--- config.mk ---
export PLATFORM = sky130hd
export DESIGN_NAME = control_sequencer
export DESIGN_NICKNAME = d
export VERILOG_FILES = /design/src/rtl/ctrl_pkg.sv /design/src/rtl/seq_cycle_lut.sv /design/src/rtl/control_sequencer.sv
export SDC_FILE = /design/constraint.sdc
export NUM_CORES = 1
export LEC_CHECK = 0
export ABC_AREA = 1
export BUFFER_PORTS_ARGS = -buffer_cell sky130_fd_sc_hd__buf_2
export CAP_MARGIN = 20
export CORE_UTILIZATION = 25
export DETAILED_ROUTE_END_ITERATION = 12
export PLACE_DENSITY_LB_ADDON = 0.05
export SLEW_MARGIN = 10
export SYNTH_ARGS = -nofsm -noshare
export SYNTH_HDL_FRONTEND = slang
export SYNTH_SLANG_ARGS = --single-unit
--- constraint.sdc ---
create_clock -name clk -period 3.55 [get_ports clk]
set_clock_uncertainty 0.1 [all_clocks]
set_input_delay 0.71 -clock clk [delete_from_list [all_inputs] [get_ports clk]]
set_output_delay 0.71 -clock clk [all_outputs]
set_load 0.01 [all_outputs]
--- src/rtl/ctrl_pkg.sv ---
// Shared instruction ids, interrupt-stage encodings and helpers for the control sequencer.
package ctrl_pkg;

    localparam logic [7:0] INT_ID   = 8'hFF;
    localparam logic [7:0] BR_ID_LO = 8'h04;
    localparam logic [7:0] BR_ID_HI = 8'h08;

    localparam logic [7:0] ID_RCALL = 8'h2C;
    localparam logic [7:0] ID_RET   = 8'h2D;
    localparam logic [7:0] ID_RETI  = 8'h2E;
    localparam logic [7:0] ID_LPM   = 8'h22;
    localparam logic [7:0] ID_PUSH  = 8'h2B;
    localparam logic [7:0] ID_POP   = 8'h2A;
    localparam logic [7:0] ID_LD    = 8'h19;
    localparam logic [7:0] ID_ST    = 8'h38;
    localparam logic [7:0] ID_RJMP  = 8'h2F;
    localparam logic [7:0] ID_CLI   = 8'h0A;
    localparam logic [7:0] ID_SEI   = 8'h0B;

    // Stage order during entry is PCL -> PCH -> VEC, hence the non-monotonic encoding.
    typedef enum logic [1:0] {
        IS_IDLE = 2'd0,
        IS_PCH  = 2'd1,
        IS_PCL  = 2'd2,
        IS_VEC  = 2'd3
    } int_stage_e;

    function automatic logic is_branch(input logic [7:0] id);
        return (id >= BR_ID_LO) && (id <= BR_ID_HI);
    endfunction

endpackage

--- src/rtl/seq_cycle_lut.sv ---
// Combinational cycle-count table: maps an instruction id to (cycles - 1), saturated to 2 bits.
module seq_cycle_lut
    import ctrl_pkg::*;
(
    input  logic [7:0] dec_id,
    input  logic       branch_taken,
    output logic [1:0] cycles_m1
);

    always_comb begin
        cycles_m1 = 2'd0;
        if (is_branch(dec_id)) begin
            cycles_m1 = branch_taken ? 2'd1 : 2'd0;
        end else begin
            // RET/RETI take 4 cycles, which is exactly the 2-bit ceiling.
            case (dec_id)
                ID_RCALL, ID_LPM:                       cycles_m1 = 2'd2;
                ID_RET, ID_RETI:                        cycles_m1 = 2'd3;
                ID_PUSH, ID_POP, ID_LD, ID_ST, ID_RJMP: cycles_m1 = 2'd1;
                ID_CLI, ID_SEI:                         cycles_m1 = 2'd0;
                default:                                cycles_m1 = 2'd0;
            endcase
        end
    end

endmodule

--- src/rtl/control_sequencer.sv ---
// Multi-cycle instruction / interrupt-entry sequencer feeding the control-select stage.
// Optional SEQ_STALL_EN adds a 'stall' input that freezes all sequencer state.
module control_sequencer
    import ctrl_pkg::*;
(
    input  logic       clk,
    input  logic       reset,
    input  logic [7:0] dec_id,
    input  logic       dec_valid,
    input  logic       branch_taken,
    input  logic       irq_req,
    input  logic       sreg_i,
`ifdef SEQ_STALL_EN
    input  logic       stall,
`endif
    output logic [7:0] instruction_id,
    output logic [1:0] clock_counter,
    output logic [1:0] interrupt_stage,
    output logic       fetch_en,
    output logic       irq_ack,
    output logic       busy
);

    logic [7:0] id_q, id_d;
    logic [1:0] cnt_q, cnt_d;
    int_stage_e stage_q, stage_d;
    logic       started_q, started_d;
    logic [1:0] lut_cycles_m1;
    logic       stall_i;
    logic       boundary;
    logic       irq_pending;

`ifdef SEQ_STALL_EN
    assign stall_i = stall;
`else
    assign stall_i = 1'b0;
`endif

    seq_cycle_lut u_lut (
        .dec_id       (dec_id),
        .branch_taken (branch_taken),
        .cycles_m1    (lut_cycles_m1)
    );

    assign boundary    = (cnt_q == 2'd0) && (stage_q == IS_IDLE);
    assign irq_pending = irq_req && sreg_i;

    always_comb begin
        id_d      = id_q;
        cnt_d     = cnt_q;
        stage_d   = stage_q;
        started_d = 1'b1;
        if (!stall_i) begin
            // Interrupt entry runs to completion regardless of irq_req/sreg_i.
            if (stage_q != IS_IDLE) begin
                case (stage_q)
                    IS_PCL:  stage_d = IS_PCH;
                    IS_PCH:  stage_d = IS_VEC;
                    default: begin
                        stage_d = IS_IDLE;
                        id_d    = 8'h00;
                    end
                endcase
            end else if (cnt_q != 2'd0) begin
                cnt_d = cnt_q - 2'd1;
            end else if (irq_pending) begin
                id_d    = INT_ID;
                stage_d = IS_PCL;
            end else if (dec_valid) begin
                id_d  = dec_id;
                cnt_d = lut_cycles_m1;
            end else begin
                id_d  = 8'h00;
                cnt_d = 2'd0;
            end
        end
    end

    always_ff @(posedge clk) begin
        if (reset) begin
            id_q      <= 8'h00;
            cnt_q     <= 2'd0;
            stage_q   <= IS_IDLE;
            started_q <= 1'b0;
        end else begin
            id_q      <= id_d;
            cnt_q     <= cnt_d;
            stage_q   <= stage_d;
            started_q <= started_d;
        end
    end

    // started_q keeps fetch_en low in the first cycle after reset so every output reads 0 there.
    assign fetch_en        = started_q && boundary && !irq_pending && !stall_i;
    assign irq_ack         = (stage_q == IS_VEC) && !stall_i;
    assign busy            = (cnt_q != 2'd0) || (stage_q != IS_IDLE);
    assign instruction_id  = id_q;
    assign clock_counter   = cnt_q;
    assign interrupt_stage = stage_q;

endmodule

==> results.md, run 1 <==
* DR vias at 777
* Synth top area cells: dfxtp_1 (34%), nand2_1 (17%), inv_1 (8.3%), a21oi_1 (7.2%), o21ai_0 (6.5%)
* Clock Pin Slew Worst Setup and Hold Paths at 0.08 ns
* Synth area leader: dfxtp_1
* Critical Path Max Stage Delay at 0.35 ns
* Die height at 57.3 um
* Status: finished, violations left
* Final nets at 165
* Core area at 2830 um^2
* Post-synthesis average cell area at 6.59 um^2
* Synth Warn # at 0
* Startpoint types: register
* Setup violators final at 0
* Int Power at 376 uW
* Clock Power Share at 0.133
* Psw at 323 uW
* Synth cell types at 16
* Syn Nets at 133
* Endpoint type of the worst setup path: primary output
* Fmax at 0.413 GHz
* Worst skew pair latency at 0.27 ns
* Post-route ant nets at 0
* Row count at 19
* First-pass GRT wire length at 3150 um
* Share of power burned in registers at 0.309
* Register area share after synthesis at 0.340
* Rel. slew slack at 0.784
* VDD IR max at 0.000152 V
* Tot Pwr at 699 uW
* Post-Place Worst Slack at 1.34 ns
* Initial Util at 0.270
* Hold slack at 0.360 ns
* Maxcap violations at 0
* Crit path kind: reg -> out
* Final global-route overflow total at 0
* Worst path slowest cell: dfxtp_1
* # DRC at 3
* Fillers at 344
* Initial DRC Count at 29
* Hold Crit Class: reg -> reg
* Detailed Place HPWL at 1480 um
* DIE AREA at 3280 um^2
* TritonCTS clock tree: built
* Crit-path most repeated cell: inv_1
* Failing checks: design-rule violations
* Gate count of the mapped netlist at 116
* Vias in the first global route at 706
* Initial antenna violation count at 0
* # resized after CTS at 0
* Placed instance count at 174
* Yosys reg bits at 13
* Fin. Hold Viols at 0
* Total CTS buffers at 3
* RePlAce Congestion at 0.835
* Most common cell after layout, fill and taps aside: nand2_1
* CTS HTree Levels at 1
* Worst-margin pin slew at 0.323 ns
* Drt pass-1 iters at 10
* Gr usage total at 0.127
* Time the worst path needs with I/O delays and setup at 2.42 ns
* CTS Hold Bufs at 0
* TritonCTS sink count at 13
* Setup TNS at 0 ns
* Maximum buffer depth of the clock tree at 2
* Synth Cell Area at 764 um^2
* Sw frac at 0.462
* Postcts setup bufs at 0
* Layout Cells excl Fill at 178
* Boundary pin count at 29
* Most frequent cells in the layout: nand2_1 (35), buf_2 (28), inv_1 (17), nor2_1 (13), dfxtp_1 (13)
* Vias/cell at 4.37
* Yosys top cell area share at 0.340
* Die Wd at 57.3 um
* Critical Path Fanout Max at 10
* RSZ-0062 raised after global routing: no
* # port buffers at 28
* DR WL/cell at 10.3 um
* Largest net degree at the start of global routing at 11
* Slew Limit Fails at 0
* Setup WS post-layout at 1.13 ns
* Root Driver: clkbuf_4
* Period utilization at 0.682
* Number of diodes at 0
* Arr. time, crit path at 1.61 ns
* CP cell instances: inv_1, ha_1, inv_2, nor2_8, inv_1, nor2_1, buf_2
* Area grow syn2layout at 26.4%
* Share of cells above drive strength 1 at 0.259
* Comb power frac at 0.558
* DRT Wirelength at 1840 um
* Req. time, crit path at 2.74 ns
* PD cells at 724 nW/um^2
* Pleak at 0.513 nW
==> stage by stage <==
stage | util | area, um^2
global placement | 0.332 | 940
finish | 0.341 | 966
floorplan | - | 764
detailed placement | 0.332 | 940
CTS | 0.341 | 966
global route | 0.341 | 966
==> power by group through the flow <==
stage | Sequential, mW | Clock [mW] | Combinational (mW)
detailed placement | 0.220 | 0 | 0.394
global route | 0.223 | 0.104 | 0.438
global placement | 0.217 | 0 | 0.389
floorplan | 0.238 | 0 | 0.255
CTS | 0.217 | 0.0957 | 0.396
finish | 0.216 | 0.0928 | 0.391
==> flip-flops by register name (all words and copies together) (netlist names) <==
register and cells:
instruction_id 8, interrupt_stage 2, clock_counter 2, started_q 1
==> routing by layer <==
metal,part of all wire,GRT usage,up-vias
li1,-,-,428
met1,0.54,0.177,330
met2,0.41,0.180,17
met3,0.036,0.0272,2
met4,0.015,0.0732,0
met5,0,0,-
==> critical path, delay by kind of cell (launching register included) <==
family,cells,cell delay (ns)
DFF,1,0.35
buffers and inverters,4,0.41
and+or+nand+nor,2,0.30
adders and majority gates,1,0.28
==> synthesized netlist by cell type <==
library cell and instances:
nand2_1 35, inv_1 17, dfxtp_1 13, nor2_1 13, a21oi_1 11, o21ai_0 10, nand3_1 5, ha_1 3
nor2_4 2, a21oi_2 1, clkbuf_1 1, inv_2 1, nor2_8 1, o21ai_4 1, o221ai_1 1, or2_4 1
==> final cells by class <==
class	count	area [um^2]	share of cell area
multi-input combinational	84	433	0.448
sequential	13	260	0.269
timing repair buffer	28	140	0.145
inverter	18	67.6	0.0699
tap	31	38.8	0.0402
clock buffer	4	26.3	0.0272
==> path summary, 6_finish.rpt <==
kind / depth (start not counted) / startpoint / to / slack [ns]
hold reg to reg: 2 / instruction_id[1]$_SDFFE_PP0P_ / instruction_id[1]$_SDFFE_PP0P_ / 0.36
setup reg to reg: 7 / interrupt_stage[0]$_SDFFE_PP0P_ / instruction_id[6]$_SDFFE_PP0P_ / 2.03
setup / recovery: 7 / interrupt_stage[0]$_SDFFE_PP0P_ / fetch_en / 1.13
hold / removal: 2 / instruction_id[1]$_SDFFE_PP0P_ / instruction_id[1]$_SDFFE_PP0P_ / 0.36
==> cell families (layout without fill, tap and decap cells) <==
family | after synthesis | after routing | synth area share
AOI/OAI and AO/OA | 24 | 24 | 0.182
adders and majority gates | 3 | 3 | 0.0491
buffers and inverters | 19 | 50 | 0.0933
DFF | 13 | 13 | 0.340
and+or+nand+nor | 57 | 57 | 0.336
No activity file was read; power rests on OpenSTA's default activity.
==> run 2: changes to the inputs <==
==> constraint.sdc (replaced) <==
create_clock -name clk -period 2.1 [get_ports clk]
set_clock_uncertainty 0.1 [all_clocks]
set_input_delay 0.42 -clock clk [delete_from_list [all_inputs] [get_ports clk]]
set_output_delay 0.42 -clock clk [all_outputs]
set_load 0.01 [all_outputs]
==> run 2 against run 1 <==
Net effect: final area is 2.8% higher; utilization up 0.97 points; clock-buffer cell count is the same; setup slack worse by 0.89 ns; via count fell by 0.64%; critical path depth stayed put; combinational power up 87%; die area unchanged; register-to-register slack lost 1.4 ns; power up 79%; highest routed layer unchanged; worst hold slack got worse by 0.023 ns; the flow still finishes with violations (design-rule violations).
==> results.md, run 2 (same netlist as run 1, synthesis figures left out) <==
* Worst-margin pin slew at 0.342 ns
* DRT Wirelength at 1800 um
* CP cell instances: inv_1, ha_4, inv_2, nor2_8, inv_1, nor2_1, buf_2
* Root Driver: clkbuf_4
* Fillers at 328
* Arr. time, crit path at 1.34 ns
* Detailed Place HPWL at 1460 um
* DR WL/cell at 10.0 um
* Die height at 57.3 um
* Boundary pin count at 29
* TritonCTS sink count at 13
* Number of diodes at 0
* Setup violators final at 0
* Largest register FFs at 8
* Rel. slew slack at 0.771
* CTS HTree Levels at 1
* RePlAce Congestion at 0.736
* Initial antenna violation count at 0
* Area grow syn2layout at 30.0%
* Failing checks: design-rule violations
* DIE AREA at 3280 um^2
* Worst path slowest cell: dfxtp_1
* Drt pass-1 iters at 8
* Core area at 2830 um^2
* Largest net degree at the start of global routing at 11
* Status: finished, violations left
* Die Wd at 57.3 um
* Row count at 19
* Pleak at 0.524 nW
* PD cells at 1260 nW/um^2
* Crit-path most repeated cell: inv_1
* Post-Place Worst Slack at 0.327 ns
* Final global-route overflow total at 0
* DR vias at 772
* Most common cell after layout, fill and taps aside: nand2_1
* Clock Pin Slew Worst Setup and Hold Paths at 0.08 ns
* Vias/cell at 4.29
* Vias in the first global route at 672
* Most frequent cells in the layout: nand2_1 (35), buf_2 (28), inv_1 (17), nor2_1 (13), dfxtp_1 (13)
* # port buffers at 28
* Fmax at 0.538 GHz
* # DRC at 6
* RSZ-0062 raised after global routing: no
* Initial Util at 0.270
* Critical Path Max Stage Delay at 0.35 ns
* Worst skew pair latency at 0.27 ns
* Req. time, crit path at 1.58 ns
* Endpoint type of the worst setup path: primary output
* Hold Crit Class: in -> reg
* Period utilization at 0.885
* TritonCTS clock tree: built
* First-pass GRT wire length at 2930 um
* Critical Path Fanout Max at 4
* Startpoint types: register
* Maximum buffer depth of the clock tree at 2
* Share of cells above drive strength 1 at 0.275
* Total CTS buffers at 3
* Gr usage total at 0.121
* Slew Limit Fails at 0
* Setup TNS at 0 ns
* Post-route ant nets at 0
* Time the worst path needs with I/O delays and setup at 1.86 ns
* Crit path kind: reg -> out
* Fin. Hold Viols at 0
* Final nets at 167
* Setup WS post-layout at 0.241 ns
* Tot Pwr at 1.25 mW
* VDD IR max at 0.000310 V
* Initial DRC Count at 36
* Maxcap violations at 0
[run 2: changes by cell type in the layout (fill, tap and decap cells not counted)]
cell | previous run | this run
ha_1 | 3 | 2
ha_4 | 0 | 1
buf_4 | 0 | 2
[run 2: per-layer routing]
metal,share of wire,global-route usage,up-vias
li1,-,-,431
met1,0.53,0.166,322
met2,0.41,0.165,17
met3,0.047,0.0295,2
met4,0.015,0.0836,0
met5,0,0,-
[run 2: worst paths after layout]
| kind | startpoint | to | slack [ns] | cells past startpoint |
|---|---|---|---|---|
| worst max-delay path | interrupt_stage[1]$_SDFFE_PP0P_ | fetch_en | 0.24 | 7 |
| worst max register to register | interrupt_stage[1]$_SDFFE_PP0P_ | instruction_id[2]$_SDFFE_PP0P_ | 0.60 | 8 |
| worst min-delay path | reset | clock_counter[1]$_SDFFE_PP0P_ | 0.34 | 2 |
| worst min register to register | instruction_id[7]$_SDFFE_PP0P_ | instruction_id[7]$_SDFFE_PP0P_ | 0.36 | 2 |
[run 2: what timing repair did]
action,4_1_cts,5_1_grt
gates resized for setup,0,2
hold buffers,0,0
endpoints found under the setup margin,0,2
hold endpoints to repair,0,0
setup buffers,0,2
[run 2: per-stage QoR]
step,cell area [um^2],hold slack (ns),cells,utilization
after floorplan,764,0.383,116,-
after global placement,940,0.345,174,0.332
after detailed placement,940,0.348,174,0.332
after CTS,966,0.337,178,0.341
after global routing,993,0.329,180,0.351
final,993,0.336,180,0.351
[run 2: worst max-delay path: cells and delay by family (launching register included)]
| family | cells | cell delay [ns] |
|---|---|---|
| adder cells (fa/ha/maj) | 1 | 0.18 |
| buffers and inverters | 4 | 0.38 |
| flip-flops | 1 | 0.35 |
| AND/OR/NAND/NOR | 2 | 0.16 |
[run 2: power breakdown]
group	total [mW]	switching, mW	internal (mW)
Sequential	0.364	0.0450	0.319
Combinational	0.731	0.426	0.305
Clock	0.154	0.0808	0.0735
[run 2: final cells by class]
class / count / area, um^2 / share of cell area
Clock buffer: 4 / 26.3 / 0.0264
Inverter: 18 / 67.6 / 0.0680
Multi-Input combinational cell: 84 / 445 / 0.448
Sequential cell: 13 / 260 / 0.262
Tap cell: 31 / 38.8 / 0.0390
Timing Repair Buffer: 30 / 155 / 0.156
==> run 3: changes to the inputs <==
--- a/config.mk
+++ b/config.mk
@@ -8,7 +8,7 @@
 export ABC_AREA = 1
 export BUFFER_PORTS_ARGS = -buffer_cell sky130_fd_sc_hd__buf_2
 export CAP_MARGIN = 20
-export CORE_UTILIZATION = 25
+export CORE_UTILIZATION = 42
 export DETAILED_ROUTE_END_ITERATION = 12
 export PLACE_DENSITY_LB_ADDON = 0.05
 export SLEW_MARGIN = 10
==> constraint.sdc (replaced) <==
create_clock -name clk -period 2.1 [get_ports clk]
set_clock_uncertainty 0.1 [all_clocks]
set_input_delay 0.315 -clock clk [delete_from_list [all_inputs] [get_ports clk]]
set_output_delay 0.315 -clock clk [all_outputs]
set_load 0.01 [all_outputs]
==> run 3 against run 2 <==
Net effect: the flow now finishes without violations; clock power about the same; first-iteration DRC count is 39% lower; critical path depth is the same; combinational power fell by 12%; flip-flop and latch count unchanged; critical path type unchanged.
==> results.md, run 3 (same netlist as run 1, synthesis figures left out) <==
* DR WL/cell at 9.85 um
* Placed instance count at 168
* Crit path from: interrupt_stage[0]$_SDFFE_PP0P_
* Area grow syn2layout at 25.4%
* Setup TNS at 0 ns
* Critical Path Fanout Max at 10
* WHS Endpoint: clock_counter[1]$_SDFFE_PP0P_
* RePlAce Congestion at 0.862
* Req. time, crit path at 1.68 ns
* Endpoint type of the worst setup path: primary output
* Initial antenna violation count at 0
* Share of power burned in registers at 0.314
* Most frequent cells in the layout: nand2_1 (35), buf_2 (28), inv_1 (17), nor2_1 (13), dfxtp_1 (13)
* Placement Cell Area at 932 um^2
* Share of cells above drive strength 1 at 0.259
* Design Area, Final at 958 um^2
* Layout Cells excl Fill at 172
* Pleak at 0.513 nW
* Worst R2R Start: interrupt_stage[0]$_SDFFE_PP0P_
* Slew Limit Fails at 0
* Largest net degree at the start of global routing at 11
* Drt pass-1 iters at 5
* Maximum buffer depth of the clock tree at 2
* Reg2Reg Depth at 7
* Comb power frac at 0.553
* Met2 GRT Util at 0.341
* # resized after CTS at 0
* Period utilization at 0.934
* Post-Place Worst Slack at 0.443 ns
* Hold Crit Class: in -> reg
* Fmax at 0.510 GHz
* Arr. time, crit path at 1.55 ns
* Boundary pin count at 29
* Final core utilization at 0.561
* CTS HTree Levels at 1
* CTS Hold Bufs at 0
* Initial DRC Count at 22
* First-pass GRT wire length at 2750 um
* Number of diodes at 0
* VDD IR max at 0.000708 V
* M1 GR Usage at 0.211
* Post-route ant nets at 0
* Final global-route overflow total at 0
* DIE AREA at 1990 um^2
* Hold path startpoint: reset
* DRT Wirelength at 1700 um
* Vias/cell at 4.67
* Setup violators final at 0
* Status: finished clean
* TritonCTS sink count at 13
* Total CTS buffers at 3
* TritonCTS clock tree: built
* Psw at 525 uW
* Hold Crit Depth at 2
* DR vias at 803
* Crit path kind: reg -> out
* GRT Max-Usage Layer: met2
* Most common cell after layout, fill and taps aside: nand2_1
* Startpoint types: register
* R2R Setup Slk at 0.61 ns
* Rel. slew slack at 0.762
* R2R Path End: instruction_id[1]$_SDFFE_PP0P_
* RSZ-0062 raised after global routing: no
* Root Driver: clkbuf_4
* Fin. Hold Viols at 0
* Clock Pin Slew Worst Setup and Hold Paths at 0.08 ns
* Initial Util at 0.448
* Met3 Resource Use GR at 0.0612
* Core area at 1710 um^2
* # DRC at 0
* Int Power at 637 uW
* Sw frac at 0.452
* Row count at 15
* Die Wd at 44.7 um
* Largest register FFs at 8
* # port buffers at 28
* Postcts setup bufs at 0
* Gr usage total at 0.192
* Maxcap violations at 0
* Vias in the first global route at 680
* Detailed Place HPWL at 1360 um
* PD cells at 1210 nW/um^2
* Setup WS post-layout at 0.139 ns
* Time the worst path needs with I/O delays and setup at 1.96 ns
* Final nets at 165
* Die height at 44.7 um
* Clock Power Share at 0.133
* Hold slack at 0.216 ns
* Worst skew pair latency at 0.28 ns
* Worst-margin pin slew at 0.355 ns
* Tot Pwr at 1.16 mW
run 3: cell types whose count changed in the layout (fill, tap and decap cells not counted), sizes merged:
| cell | delta |
|---|---|
| buf | -2 |
run 3: worst max path at each step:
stage                    end  depth (start not counted)  slack [ns]
floorplan           fetch_en                          6        0.48
global placement    fetch_en                          7        0.49
detailed placement  fetch_en                          7        0.44
CTS                 fetch_en                          7        0.12
global route        fetch_en                          7        0.01
finish              fetch_en                          7        0.14
run 3: worst max-delay path: stages, from the launching register on:
cell     delay [ns]
dfxtp_1        0.35
inv_1          0.09
ha_1           0.27
inv_2          0.10
nor2_8         0.18
inv_1          0.07
nor2_1         0.07
buf_2          0.13
run 3: power groups by stage:
| stage | registers (mW) | clock network, mW | logic [mW] |
|---|---|---|---|
| final | 0.365 | 0.154 | 0.643 |
| after global routing | 0.373 | 0.174 | 0.732 |
| after CTS | 0.365 | 0.165 | 0.654 |
| after detailed placement | 0.371 | 0 | 0.652 |
| after global placement | 0.365 | 0 | 0.639 |
| after floorplan | 0.402 | 0 | 0.431 |
run 3: per-layer routing:
layer | wire [um] | part of all wire
met1 | 762 | 0.45
met2 | 827 | 0.49
met3 | 81 | 0.048
met4 | 23 | 0.014
met5 | 0 | 0
run 3: layout make-up:
type                    count  area [um^2]
inverters                  18         67.6
repair buffers             28          140
clock buffers               4         26.3
multi-input cells          84          433
flip-flops and latches     13          260
well taps                  25         31.3
fillers                   182          749
